<file path="src/rtl/eth_rx_fcs_check.sv">
// eth_rx_fcs_check: receive-side CRC-32, length and PHY-error checker.
// Strips the trailing 4-byte FCS and keeps saturating frame statistics.
module eth_rx_fcs_check #(
    parameter int DATA_WIDTH = 8,
    parameter int MIN_FRAME  = 64,
    parameter int MAX_FRAME  = 1518,
    parameter int STAT_WIDTH = 32
) (
    input  logic                  mac_clk,
    input  logic                  mac_rst_n,
    input  logic                  in_startofpacket,
    input  logic                  in_endofpacket,
    input  logic                  in_valid,
    input  logic [DATA_WIDTH-1:0] in_data,
    input  logic                  in_error,
    output logic                  out_startofpacket,
    output logic                  out_endofpacket,
    output logic                  out_valid,
    output logic [DATA_WIDTH-1:0] out_data,
    output logic                  out_error,
    output logic [STAT_WIDTH-1:0] stat_ok,
    output logic [STAT_WIDTH-1:0] stat_crc_err,
    output logic [STAT_WIDTH-1:0] stat_len_err,
    output logic [STAT_WIDTH-1:0] stat_phy_err,
    output logic [STAT_WIDTH-1:0] stat_abort
);
    localparam logic [1:0] S_IDLE = 2'd0;
    localparam logic [1:0] S_FILL = 2'd1;
    localparam logic [1:0] S_PASS = 2'd2;

    localparam int CW = $clog2(MAX_FRAME + 2);
    localparam logic [CW-1:0] CNT_SAT = CW'(MAX_FRAME + 1);
    localparam logic [31:0] RESIDUE = 32'hDEBB20E3;

    logic [1:0]                 state;
    logic [3:0][DATA_WIDTH-1:0] dly;
    logic [CW-1:0]              cnt;
    logic [31:0]                crc;
    logic                       phy;
    logic                       first;

    logic [31:0]   crc_seed;
    logic [31:0]   crc_next;
    logic [CW-1:0] cnt_next;
    logic          phy_next;
    logic          len_bad;
    logic          crc_bad;
    logic          frame_bad;

    function automatic logic [31:0] crc_byte(
        input logic [31:0] c,
        input logic [7:0]  b
    );
        logic [31:0] r;
        r = c;
        for (int i = 0; i < 8; i++) begin
            if (r[0] ^ b[i])
                r = (r >> 1) ^ 32'hEDB88320;
            else
                r = r >> 1;
        end
        return r;
    endfunction

    function automatic logic [STAT_WIDTH-1:0] sat_inc(
        input logic [STAT_WIDTH-1:0] v
    );
        return (&v) ? v : v + STAT_WIDTH'(1);
    endfunction

    // The eop byte is folded in combinationally so the verdict lands with it.
    always_comb begin
        crc_seed  = crc_byte(32'hFFFFFFFF, in_data[7:0]);
        crc_next  = crc_byte(crc, in_data[7:0]);
        cnt_next  = (cnt == CNT_SAT) ? cnt : cnt + CW'(1);
        phy_next  = phy | in_error;
        len_bad   = (cnt_next < CW'(MIN_FRAME)) ||
                    (cnt_next > CW'(MAX_FRAME));
        crc_bad   = (crc_next != RESIDUE);
        frame_bad = phy_next | len_bad | crc_bad;
    end

    always_ff @(posedge mac_clk or negedge mac_rst_n) begin
        if (!mac_rst_n) begin
            state             <= S_IDLE;
            dly               <= '0;
            cnt               <= '0;
            crc               <= 32'hFFFFFFFF;
            phy               <= 1'b0;
            first             <= 1'b0;
            out_valid         <= 1'b0;
            out_startofpacket <= 1'b0;
            out_endofpacket   <= 1'b0;
            out_error         <= 1'b0;
            out_data          <= '0;
            stat_ok           <= '0;
            stat_crc_err      <= '0;
            stat_len_err      <= '0;
            stat_phy_err      <= '0;
            stat_abort        <= '0;
        end else begin
            out_valid         <= 1'b0;
            out_startofpacket <= 1'b0;
            out_endofpacket   <= 1'b0;
            out_error         <= 1'b0;
            if (in_valid) begin
                if (in_startofpacket || state != S_IDLE)
                    dly <= {dly[2:0], in_data};
                if (state == S_PASS) begin
                    out_valid         <= 1'b1;
                    out_data          <= dly[3];
                    out_startofpacket <= first;
                    first             <= 1'b0;
                end
                if (in_startofpacket) begin
                    // Any sop restarts; a sop+eop beat is itself too short.
                    if (state == S_PASS) begin
                        out_endofpacket <= 1'b1;
                        out_error       <= 1'b1;
                    end
                    if (state != S_IDLE || in_endofpacket)
                        stat_abort <= sat_inc(stat_abort);
                    cnt   <= CW'(1);
                    crc   <= crc_seed;
                    phy   <= in_error;
                    first <= 1'b1;
                    state <= in_endofpacket ? S_IDLE : S_FILL;
                end else if (state != S_IDLE) begin
                    cnt <= cnt_next;
                    crc <= crc_next;
                    phy <= phy_next;
                    if (in_endofpacket) begin
                        state <= S_IDLE;
                        if (state == S_FILL) begin
                            stat_abort <= sat_inc(stat_abort);
                        end else begin
                            out_endofpacket <= 1'b1;
                            out_error       <= frame_bad;
                            if (phy_next)
                                stat_phy_err <= sat_inc(stat_phy_err);
                            else if (len_bad)
                                stat_len_err <= sat_inc(stat_len_err);
                            else if (crc_bad)
                                stat_crc_err <= sat_inc(stat_crc_err);
                            else
                                stat_ok <= sat_inc(stat_ok);
                        end
                    end else if (state == S_FILL && cnt == CW'(3)) begin
                        state <= S_PASS;
                    end
                end
            end
        end
    end
endmodule

</file>
<file path="config.mk">
export PLATFORM = sky130hd
export DESIGN_NAME = eth_rx_fcs_check
export DESIGN_NICKNAME = d
export VERILOG_FILES = /design/src/rtl/eth_rx_fcs_check.sv
export SDC_FILE = /design/constraint.sdc
export NUM_CORES = 1
export LEC_CHECK = 0
export CAP_MARGIN = 40
export CORE_MARGIN = 2
export CORE_UTILIZATION = 55
export DETAILED_ROUTE_END_ITERATION = 12
export PLACE_DENSITY = 0.8
export SLEW_MARGIN = 20
export SYNTH_ARGS = -nofsm -noshare
export SYNTH_HDL_FRONTEND = slang
export SYNTH_SLANG_ARGS = --single-unit
</file>
<file path="constraint.sdc">
create_clock -name mac_clk -period 8 [get_ports mac_clk]
set_clock_uncertainty 0.15 [all_clocks]
set_input_delay 1.2 -clock mac_clk [delete_from_list [all_inputs] [get_ports mac_clk]]
set_output_delay 1.2 -clock mac_clk [all_outputs]
set_load 0.1 [all_outputs]
</file>
* Yosys cells after proc, flatten, opt, wreduce, memory -nomap -nowiden
Index checks and enable logic that the tools add are counted.
Operators by class: add/subtract/negate cells 6, order comparisons 2, eq/ne operators 6, muxes and demuxes 50, bitwise operators 42, reductions and logical operators 25
Operators with widths (number):
- $mux W32 | 24
- $not A13 Y14 | 15
- $add A32 B1 Y32 const B | 5
- $reduce_and A32 Y1 | 5
- $mux W11 | 3
- $ne A32 B32 Y1 const B | 1
- $mux W1 | 19
- $reduce_and A9 Y1 | 2
- $xor A1 B1 Y1 | 15
- $add A11 B1 Y11 const B | 1
- $eq A11 B11 Y1 const B | 1
- $eq A11 B2 Y1 const B | 1
- $gt A11 B11 Y1 const B | 1
- $lt A11 B7 Y1 const B | 1
- $reduce_bool A2 Y1 | 5
- $not A1 Y1 | 9
- $mux W2 | 4
- $reduce_and A2 Y1 | 4
- $reduce_and A8 Y1 | 1
- $reduce_and A7 Y1 | 1
- $reduce_and A5 Y1 | 1
- $logic_or A1 B1 Y1 | 3
- $or A1 B1 Y1 | 3
- $reduce_and A3 Y1 | 1
- other kinds (5) | 5
Word-level totals: flip-flop bits (word level) 251, input bits 14, output and inout port bits 172, logic and storage cells 150

* Logic depth before layout (Yosys ltp)
Gate-level depths: netlist of the first run.
word-level depth 23, depth in mapped cells 15, mapped depth without buffers 12

* Least setup slack after synthesis of the first run
OpenSTA, ideal clock, no wires.
kind input-to-reg, start input in_data[2], end register stat_ok[15], library setup time 0.157 ns, data arrival time 4.021 ns, required time 7.693 ns, slack 3.672 ns, stages 10, path buffers 1, cell sequence buf_6 xnor2_2 xnor3_2 or3_1 a221o_1 a2111oi_2 and4_1 nand4_2 or4_4 xnor2_2
On the way: word-level cells in the longest chain between the ends 14, elaborated cells between the ends (all ways) 15, classes of those cells eq/ne (1); mux (6); bitwise (7); reduce/logical (1)
Ends and longest elaborated chain:
- from (decl) | RTL line 14 | input logic [DATA_WIDTH-1:0] in_data,
- $xor A1 B1 Y1 (*) | RTL line 57 | if (r[0] ^ b[i])
- $mux W32 (*) | RTL line 57
- $not A13 Y14 (no source line)
- $mux W32 (*) (2 in series) | RTL line 57
- $not A13 Y14 (no source line) or $mux W32 (tied branches)
- $mux W32 (*) | RTL line 57
- $not A13 Y14 (no source line)
- $mux W32 (*) | RTL line 57
- $not A13 Y14 (no source line)
- $mux W32 (*) | RTL line 57
- $ne A32 B32 Y1 (*) | RTL line 79 | crc_bad = (crc_next != RESIDUE);
- $not A1 Y1 (no source line) (*)
- $reduce_and A9 Y1 (no source line) (*)
- to (signal assigned) | RTL line 146 | stat_ok <= sat_inc(stat_ok);
- to (decl) | RTL line 21 | output logic [STAT_WIDTH-1:0] stat_ok,
Mark *: on every way between the ends. The rest lies on a longest branch, timed or not. A chain may end at the register's enable or synchronous reset.

* Worst setup path in the final report of the first run
start input in_data[0], end register stat_ok[23]
On the way: word-level cells in the longest chain between the ends 17, elaborated cells between the ends (all ways) 20, classes of those cells eq/ne (1); mux (8); bitwise (10); reduce/logical (1)
Ends and longest elaborated chain (RTL line):
- $xor A1 B1 Y1 (*) | 57
- $mux W32 (*) (2 in series) | 57
- $not A13 Y14 (no source line) or $mux W32 (tied branches)
- $mux W32 (*) | 57
- $not A13 Y14 (no source line) or $mux W32 (tied branches)
- $mux W32 (*) (2 in series) | 57
- $not A13 Y14 (no source line) or $mux W32 (tied branches)
- $mux W32 (*) | 57
- $not A13 Y14 (no source line) or $mux W32 (tied branches)
- $mux W32 (*) | 57
- $not A13 Y14 (no source line)
- $mux W32 (*) | 57
- $ne A32 B32 Y1 (*) | 79
- $not A1 Y1 (no source line) (*)
- $reduce_and A9 Y1 (no source line) (*)
Marks and branches as above.

==> results.toml, run 1 <==
[status]
status = "finished, final reports clean"

[synth]
synthSimpleGateAreaFrac = 0.2160
yosys_warnings = 0
synth_compound_area_frac = 0.05334
synth_xor_area_frac = 0.2159
ys.flop_type = "dfrtp_1"
synth-edff-count = 0
seq_area_frac_synth = 0.4736
ys_seq_elements = 251
synth.largest_area_cell = "dfrtp_1"
synth_area_um2 = 13350
synthCells = 1344
synth_top_cell_area_share = 0.4106
post_synth_num_cell_types = 74
syn_avg_cell_area_um2 = 9.931
synthMuxAreaShare = 0.008718
syn_nets = 1365
synth_top_family_by_area = "simple AND/OR/NAND/NOR gates"
ys_top_cells_by_area = "dfrtp_1 41%, xnor2_1 14%, nand2_1 6.9%, dfstp_2 6.3%, xor2_1 4.3%"
postSynth.asyncResetShare = 1.000
synthAdderAreaFrac = 0.006562

[final_layout]
mostFrequentLayoutCells = "247 x nand2_1, 219 x dfrtp_1, 206 x xnor2_1"
n_fill_cell = 1330
multiInputGateArea_um2 = 6700
fin_nets = 1703
area_growth_pct = 44.64
final-seq-area_um2 = 6321
drive_above_1_share = 0.1717
num_antenna_cells = 0
layout_commonest_cell = "nand2_1"

[floorplan]
top_level_ports = 186
rows = 57
coreArea_um2 = 24110
die_area_um2 = 25530
start_util = 0.5537
fp.dieH_um = 159.8
die_w_um = 159.8

[timing]
setup_viol = 0
min_period_over_period = 0.6905
setup_tns_ns = 0
max_freq_mhz = 181.0
relSlewSlack = 0.3352
hold_viol = 0
finalCriticalPeriod_ns = 5.524
hold-worst-slack_ns = 0.3133
worst_slack_ns = 2.476
tightest_slew_ns = 0.9972
rsz0062_at_grt = "false"
final-max-slew-violation-count = 0

[power]
p_per_area_nw_per_um2 = 265.1
finalPower_uw = 5119
p_leak_uw = 0.008451
ir_worst_vdd_mv = 0.2627

[drt]
dr.pass1.iters = 6
first_iter_violations = 1024
totalWireLength_um = 41570
drtAntennaViolNets = 0
remaining_drc_errors = 0
vias_per_cell = 5.772
wl_per_cell_um = 20.53
route.vias.total = 11690

[critical_path]
end_kind = "flop"
path_cells = "clkdlybuf4s50_1 -> xor2_1 -> xnor2_1 -> inv_1 -> ha_1 -> nand2b_1 -> a21oi_1 -> nand4_1 -> a2111oi_0 -> and4_1 -> o2111a_1 -> buf_6 -> nand4_1 -> xnor2_1"
slowest_stage = "clkdlybuf4s50_1"
cp-start-kind = "input port"
crit_family = "buffers and inverters"
cpPeakStageDelay_ns = 1.02
worstSetupPathType = "in2reg"
critPathRequiredTime_ns = 8.25
cp_max_fo = 15
path_buf_inv = 3
critPathArrivalTime_ns = 5.78

[clock_tree]
clkSinkCount = 251
cts_root_buf = "clkbuf_16"
clockBufferDepth = 3
clk_pin_slew_ns = 0.06
numCtsBuffers = 26
cts_setup_buffers = 0
clk_latency_ns = 0.53
cts_resized = 0
cts.hold.buffers_added = 0
cts_max_level = 1
cts_tree = "done"

[placed_design]
pre_cts_slack_ns = 1.857
globalplace.congestion = 0.9180
dp_hpwl_um = 28940
port_buffers = 185

[global_routing]
grt_pass1_vias = 12020
grt_pass1_wl_um = 66680
gr-usage-all-layers = 0.3252
grt_start_max_net_pins = 127
grt_antenna_before_repair = 0
overflow = 0

[run]
max_cap_viol_count = 0

[worst_hold_path]
min_path_type = "reg2reg"
sequential cells by signal, summed over array words and instances, names as in the netlist:
register,cells
out_data,8
crc,32
stat_phy_err,32
first,1
stat_len_err,32
out_valid,1
phy,1
out_startofpacket,1
stat_ok,32
dly,32
out_error,1
stat_abort,32
out_endofpacket,1
cnt,11
stat_crc_err,32
state,2
per-stage QoR:
| stage | utilization | cell area, µm² | cells |
|---|---|---|---|
| floorplan | - | 13350 | 1344 |
| global placement | 0.6388 | 15400 | 1803 |
| detailed placement | 0.7632 | 18400 | 1976 |
| CTS | 0.8002 | 19290 | 2023 |
| global route | 0.8009 | 19310 | 2025 |
| finish | 0.8009 | 19310 | 2025 |
cells by family after synthesis:
group | after synthesis
buf+inv | 74
compound gates | 116
mux | 11
xor+xnor | 295
fa+ha+maj | 7
flops | 251
simple gates | 590
path summary, 6_finish.rpt:
kind,from,end,slack (ns),cells after the start
max,in_data[0],stat_ok[23],2.48,14
min,dly[10],dly[18],0.31,2
max reg2reg,crc[0],stat_ok[23],3.50,13
min reg2reg,dly[10],dly[18],0.31,2
max in group asynchronous,mac_rst_n,cnt[9],5.82,2
min in group asynchronous,mac_rst_n,stat_phy_err[18],0.59,1
layout make-up:
| class | instances | share of cell area |
|---|---|---|
| tap | 324 | 0.02100 |
| sequential | 251 | 0.3274 |
| inverter | 16 | 0.003111 |
| multi-input combinational | 1019 | 0.3471 |
| clock inverter | 7 | 0.004601 |
| clock buffer | 40 | 0.04167 |
| timing repair buffer | 368 | 0.2552 |
synth_stat cells, types with 5 or more instances:
| library cell | instances |
|---|---|
| xor2_1 | 65 |
| and3_1 | 41 |
| inv_1 | 15 |
| nand4_1 | 52 |
| nor3b_1 | 6 |
| dfstp_2 | 32 |
| and2_1 | 13 |
| nor3_1 | 33 |
| xnor2_1 | 206 |
| and4_1 | 22 |
| mux2_2 | 5 |
| xnor2_2 | 7 |
| nand3_1 | 73 |
| or3_1 | 7 |
| o21a_1 | 5 |
| ha_1 | 7 |
| xnor3_1 | 11 |
| buf_2 | 10 |
| nor4_1 | 7 |
| nand2b_1 | 6 |
| dfrtp_1 | 219 |
| o21ai_0 | 65 |
| mux2i_1 | 6 |
| nor2_1 | 62 |
| clkbuf_1 | 36 |
| a21oi_1 | 11 |
| nand2_1 | 247 |
| or2_2 | 5 |
worst register-to-register path, cell delays in order (launching register included):
cell	delay [ns]
dfstp_2	0.69
xor2_1	0.45
xnor2_1	0.29
inv_1	0.21
ha_1	0.20
nand2b_1	0.07
a21oi_1	0.15
nand4_1	0.10
a2111oi_0	0.48
and4_1	0.41
o2111a_1	0.52
buf_6	0.24
nand4_1	0.21
xnor2_1	0.20
routing by layer:
| metal | up-vias | share of wire | GRT usage |
|---|---|---|---|
| li1 | 5251 | - | - |
| met1 | 5644 | 0.38 | 0.4014 |
| met2 | 636 | 0.51 | 0.5750 |
| met3 | 158 | 0.059 | 0.04286 |
| met4 | 0 | 0.048 | 0.1409 |
| met5 | - | 0 | 0 |
power by group:
part	total [µW]	internal, µW	leakage, µW	switching (µW)
Sequential	1680	1490	0.00331	192
Combinational	2170	986	0.00469	1190
Clock	1260	755	0.000445	510
Total	5120	3230	0.00845	1890
No activity file was read; power rests on OpenSTA's default activity.
==> run 2: changes to the inputs <==
==> constraint.sdc (replaced) <==
create_clock -name mac_clk -period 5.6 [get_ports mac_clk]
set_clock_uncertainty 0.15 [all_clocks]
set_input_delay 0.84 -clock mac_clk [delete_from_list [all_inputs] [get_ports mac_clk]]
set_output_delay 0.84 -clock mac_clk [all_outputs]
set_load 0.1 [all_outputs]
==> run 2 against run 1 <==
  * Sequential share of layout area fell by 0.089 points
  * Sequential power rose by 42%
  * Count of clock-buffer cells in the layout fell by 6
  * Register-to-register slack got worse by 2.1 ns
  * Critical path depth did not move
==> results.toml, run 2 (synthesis gave the netlist of run 1 again) <==
[status]
status = "finished, final reports clean"

[final_layout]
area_growth_pct = 45.03
drive_above_1_share = 0.1772
num_antenna_cells = 0
mostFrequentLayoutCells = "247 x nand2_1, 219 x dfrtp_1, 206 x xnor2_1"
final-seq-area_um2 = 6321
multiInputGateArea_um2 = 6701
layout_commonest_cell = "nand2_1"
n_fill_cell = 1314
fin_nets = 1713

[drt]
first_iter_violations = 1000
wl_per_cell_um = 20.65
vias_per_cell = 5.757
drtAntennaViolNets = 0
remaining_drc_errors = 0
route.vias.total = 11710
dr.pass1.iters = 6
totalWireLength_um = 42010

[global_routing]
overflow = 0
grt_start_max_net_pins = 104
grt_pass1_vias = 12120
grt_antenna_before_repair = 0
gr-usage-all-layers = 0.3304
grt_pass1_wl_um = 67630

[clock_tree]
clkSinkCount = 251
clockBufferDepth = 3
cts_setup_buffers = 0
numCtsBuffers = 27
clk_latency_ns = 0.54
cts_tree = "done"
cts.hold.buffers_added = 0
cts_root_buf = "clkbuf_16"
clk_pin_slew_ns = 0.07
cts_max_level = 1
cts_resized = 0

[timing]
hold-worst-slack_ns = 0.1862
worst_slack_ns = 1.308
final-max-slew-violation-count = 0
setup_tns_ns = 0
tightest_slew_ns = 0.9071
relSlewSlack = 0.3953
hold_viol = 0
rsz0062_at_grt = "false"
min_period_over_period = 0.7664
finalCriticalPeriod_ns = 4.292
setup_viol = 0
max_freq_mhz = 233.0

[critical_path]
critPathRequiredTime_ns = 5.89
r2r_end = "stat_ok[16]"
cp_max_fo = 26
ff2ff_setup_slack_ns = 1.44
critPathArrivalTime_ns = 4.58
r2r_start = "crc[0]"
cp-start-kind = "input port"
end_kind = "flop"
r2r_cells = 13
worstSetupPathType = "in2reg"

[power]
ir_worst_vdd_mv = 0.3522
p_per_area_nw_per_um2 = 378.0
p_leak_uw = 0.008479

[placed_design]
pre_cts_slack_ns = 0.8321
dp_hpwl_um = 29130
globalplace.congestion = 0.9359
port_buffers = 185

[worst_hold_path]
min_path_type = "in2async"

[floorplan]
start_util = 0.5537
coreArea_um2 = 24110
top_level_ports = 186
fp.dieH_um = 159.8
die_area_um2 = 25530
die_w_um = 159.8
rows = 57

[run]
max_cap_viol_count = 0
## run 2: routing by layer
layer / share of wire / GRT usage / wire length [µm] / vias up
li1: - / - / - / 5256
met3: 0.058 / 0.04909 / 2422 / 163
met1: 0.38 / 0.4053 / 15990 / 5700
met5: 0 / 0 / 0 / -
met4: 0.050 / 0.1392 / 2082 / 0
met2: 0.51 / 0.5848 / 21510 / 591
## run 2: area by class of cell
| class | count | area share |
|---|---|---|
| multi-input combinational | 1019 | 0.3462 |
| clock buffer | 34 | 0.03833 |
| sequential | 251 | 0.3265 |
| tap | 324 | 0.02094 |
| inverter | 16 | 0.003102 |
| clock inverter | 13 | 0.006916 |
| timing repair buffer | 377 | 0.2580 |
## run 2: where the power goes
group          internal, µW  switching [µW]
combinational          1420            1720
clock                  1030             755
sequential             2130             265
## run 2: worst max-delay path: stages
cell and delay (ns):
clkdlybuf4s50_1 0.63, xnor2_2 0.49, xnor2_1 0.28, inv_1 0.22, ha_1 0.17, nand2b_1 0.05, a21oi_1 0.19, nand4_1 0.09
a2111oi_0 0.34, and4_1 0.35, o2111a_1 0.21, buf_4 0.29, nand3_1 0.17, xnor2_1 0.25
## run 2: how the worst max path moves through the flow
stage | start | to | slack, ns | depth (start not counted)
2_1_floorplan | in_data[2] | stat_ok[15] | 1.63 | 10
3_3_place_gp | in_data[4] | stat_ok[15] | 0.93 | 10
3_5_place_dp | in_data[6] | stat_ok[1] | 0.83 | 13
4_1_cts | in_data[6] | stat_ok[16] | 1.38 | 14
5_1_grt | in_data[6] | stat_ok[1] | 1.07 | 13
6_report | in_data[6] | stat_ok[16] | 1.31 | 14
## run 2: through the flow
stage                 util  cells  cell area (µm²)  total power (µW)
detailed placement  0.7649   1984            18440              5522
floorplan                -   1344            13350              4656
finish              0.8031   2034            19360              7317
global route        0.8031   2034            19360              7682
CTS                 0.8012   2031            19310              7330
global placement    0.6416   1812            15470              5277
==> run 3: changes to the inputs <==
==> constraint.sdc (replaced) <==
create_clock -name mac_clk -period 4.35 [get_ports mac_clk]
set_clock_uncertainty 0.15 [all_clocks]
set_input_delay 0.6525 -clock mac_clk [delete_from_list [all_inputs] [get_ports mac_clk]]
set_output_delay 0.6525 -clock mac_clk [all_outputs]
set_load 0.1 [all_outputs]
==> run 3 against run 2 <==
  * Utilization up 1.4 points
  * Die area unchanged
  * Via count up 4.5%
  * Sequential power up 29%
  * Count of clock-buffer cells in the layout unchanged
  * Design area up 1.7%
  * Wire length up 3.1%
  * Sequential cell count unchanged
  * Global-route usage up 1.2 points
  * Largest power group unchanged
  * Register-to-register slack worse by 1.1 ns
==> results.toml, run 3 (synthesis gave the netlist of run 1 again) <==
[status]
status = "finished, final reports clean"

[critical_path]
cp_max_fo = 26
cp-start-kind = "input port"
worstSetupPathType = "in2reg"
cpPeakStageDelay_ns = 0.52
critPathMostFrequentCell = "buf_4"
slowest_stage = "clkdlybuf4s50_1"
path_cells = "clkdlybuf4s50_1 -> xor2_2 -> buf_4 -> xnor2_2 -> ha_1 -> nand2b_1 -> a21oi_1 -> nand4_1 -> a2111oi_0 -> buf_4 -> and4_1 -> buf_4 -> o2111a_1 -> buf_12 -> mux2_2"
end_kind = "flop"
path_buf_inv = 5
critPathArrivalTime_ns = 4.32
critPathRequiredTime_ns = 4.61
crit_family = "buffers and inverters"

[floorplan]
top_level_ports = 186
die_area_um2 = 25530
fp.dieH_um = 159.8
coreArea_um2 = 24110
rows = 57
start_util = 0.5537
die_w_um = 159.8

[power]
ir_worst_vdd_mv = 0.6929
p_per_area_nw_per_um2 = 504.4
finalPower_uw = 9931
p_leak_uw = 0.008704

[clock_tree]
clkSinkCount = 251
clk_pin_slew_ns = 0.06
cts.hold.buffers_added = 0
clockBufferDepth = 3
cts_resized = 0
cts_tree = "done"
numCtsBuffers = 26
cts_root_buf = "clkbuf_16"
clk_latency_ns = 0.53
cts_setup_buffers = 0
cts_max_level = 1

[final_layout]
num_antenna_cells = 0
area_growth_pct = 47.50
mostFrequentLayoutCells = "247 x nand2_1, 219 x dfrtp_1, 205 x xnor2_1"
postLayoutCellArea_um2 = 19690
final-seq-area_um2 = 6321
multiInputGateArea_um2 = 6708
n_fill_cell = 1322
layout_commonest_cell = "nand2_1"
drive_above_1_share = 0.1987
fin_nets = 1759

[global_routing]
grt_antenna_before_repair = 0
overflow = 0
gr-usage-all-layers = 0.3427
grt_start_max_net_pins = 118
grt_pass1_vias = 12870
grt_pass1_wl_um = 70570

[timing]
hold_viol = 0
tightest_slew_ns = 0.8874
hold-worst-slack_ns = 0.04878
final-max-slew-violation-count = 0
max_freq_mhz = 246.4
finalCriticalPeriod_ns = 4.059
relSlewSlack = 0.4084
setup_viol = 0
rsz0062_at_grt = "false"
min_period_over_period = 0.9330

[placed_design]
place_area_um2 = 18780
globalplace.congestion = 0.9151
port_buffers = 185
dp_hpwl_um = 30380

[drt]
wl_per_cell_um = 20.82
first_iter_violations = 942
remaining_drc_errors = 0
route.vias.total = 12230
dr.pass1.iters = 5
drtAntennaViolNets = 0
totalWireLength_um = 43310
vias_per_cell = 5.882

[worst_hold_path]
min_path_type = "in2async"

[run]
max_cap_viol_count = 0
## run 3: changes by cell type in the layout (fill, tap and decap cells not counted), moves of 2 or more
cell      change
buf_16        -4
buf_4        +45
buf_8         +4
clkinv_2      +2
clkinv_4      -2
## run 3: worst paths after layout
check,from,end,slack [ns],cells after the start
hold reg to reg,dly[15],dly[23],0.32,2
setup reg to reg,crc[5],stat_ok[1],0.35,11
max in group asynchronous,mac_rst_n,crc[27],3.02,2
hold / removal,mac_rst_n,stat_phy_err[17],0.05,1
min in group mac_clk,dly[15],dly[23],0.32,2
setup / recovery,in_data[1],stat_ok[1],0.29,15
## run 3: report_power, final
part	switching, µW	internal [µW]	total (µW)	leakage, µW
combinational	2320	2220	4540	0.00496
clock	944	1360	2310	0.000434
sequential	345	2740	3090	0.00331
## run 3: worst reg2reg max path, stage by stage, from the launching register on
cell and delay (ns):
dfstp_2 0.69, xor2_1 0.27, xnor3_1 0.41, nor3b_1 0.32, o22ai_1 0.16, a2111oi_0 0.48
buf_4 0.19, and4_1 0.29, buf_4 0.16, o2111a_1 0.23, buf_12 0.19, mux2_2 0.36
## run 3: stage by stage
stage               setup TNS [ns]  setup WS, ns  utilization  std cells
finish                           0        0.2914       0.8167       2080
global route                     0       0.07325       0.8167       2080
CTS                              0       0.01786       0.8156       2078
detailed placement          -12.50       -0.4335       0.7792       2032
global placement            -6.015       -0.2492       0.6581       1860
floorplan                        0        0.5697            -       1344
## run 3: per-layer routing
metal / global-route usage / part of all wire / vias to the layer above
li1: - / - / 5371
met1: 0.4052 / 0.37 / 6035
met2: 0.6053 / 0.51 / 628
met3: 0.05377 / 0.060 / 200
met4: 0.1785 / 0.056 / 0
met5: 0 / 0 / -
## run 3: cell type report
cell class | instances | area share
sequential | 251 | 0.3211
clock buffer | 34 | 0.03718
inverter | 16 | 0.003051
timing repair buffer | 424 | 0.2700
tap | 324 | 0.02059
multi-input combinational | 1019 | 0.3407
clock inverter | 12 | 0.007372
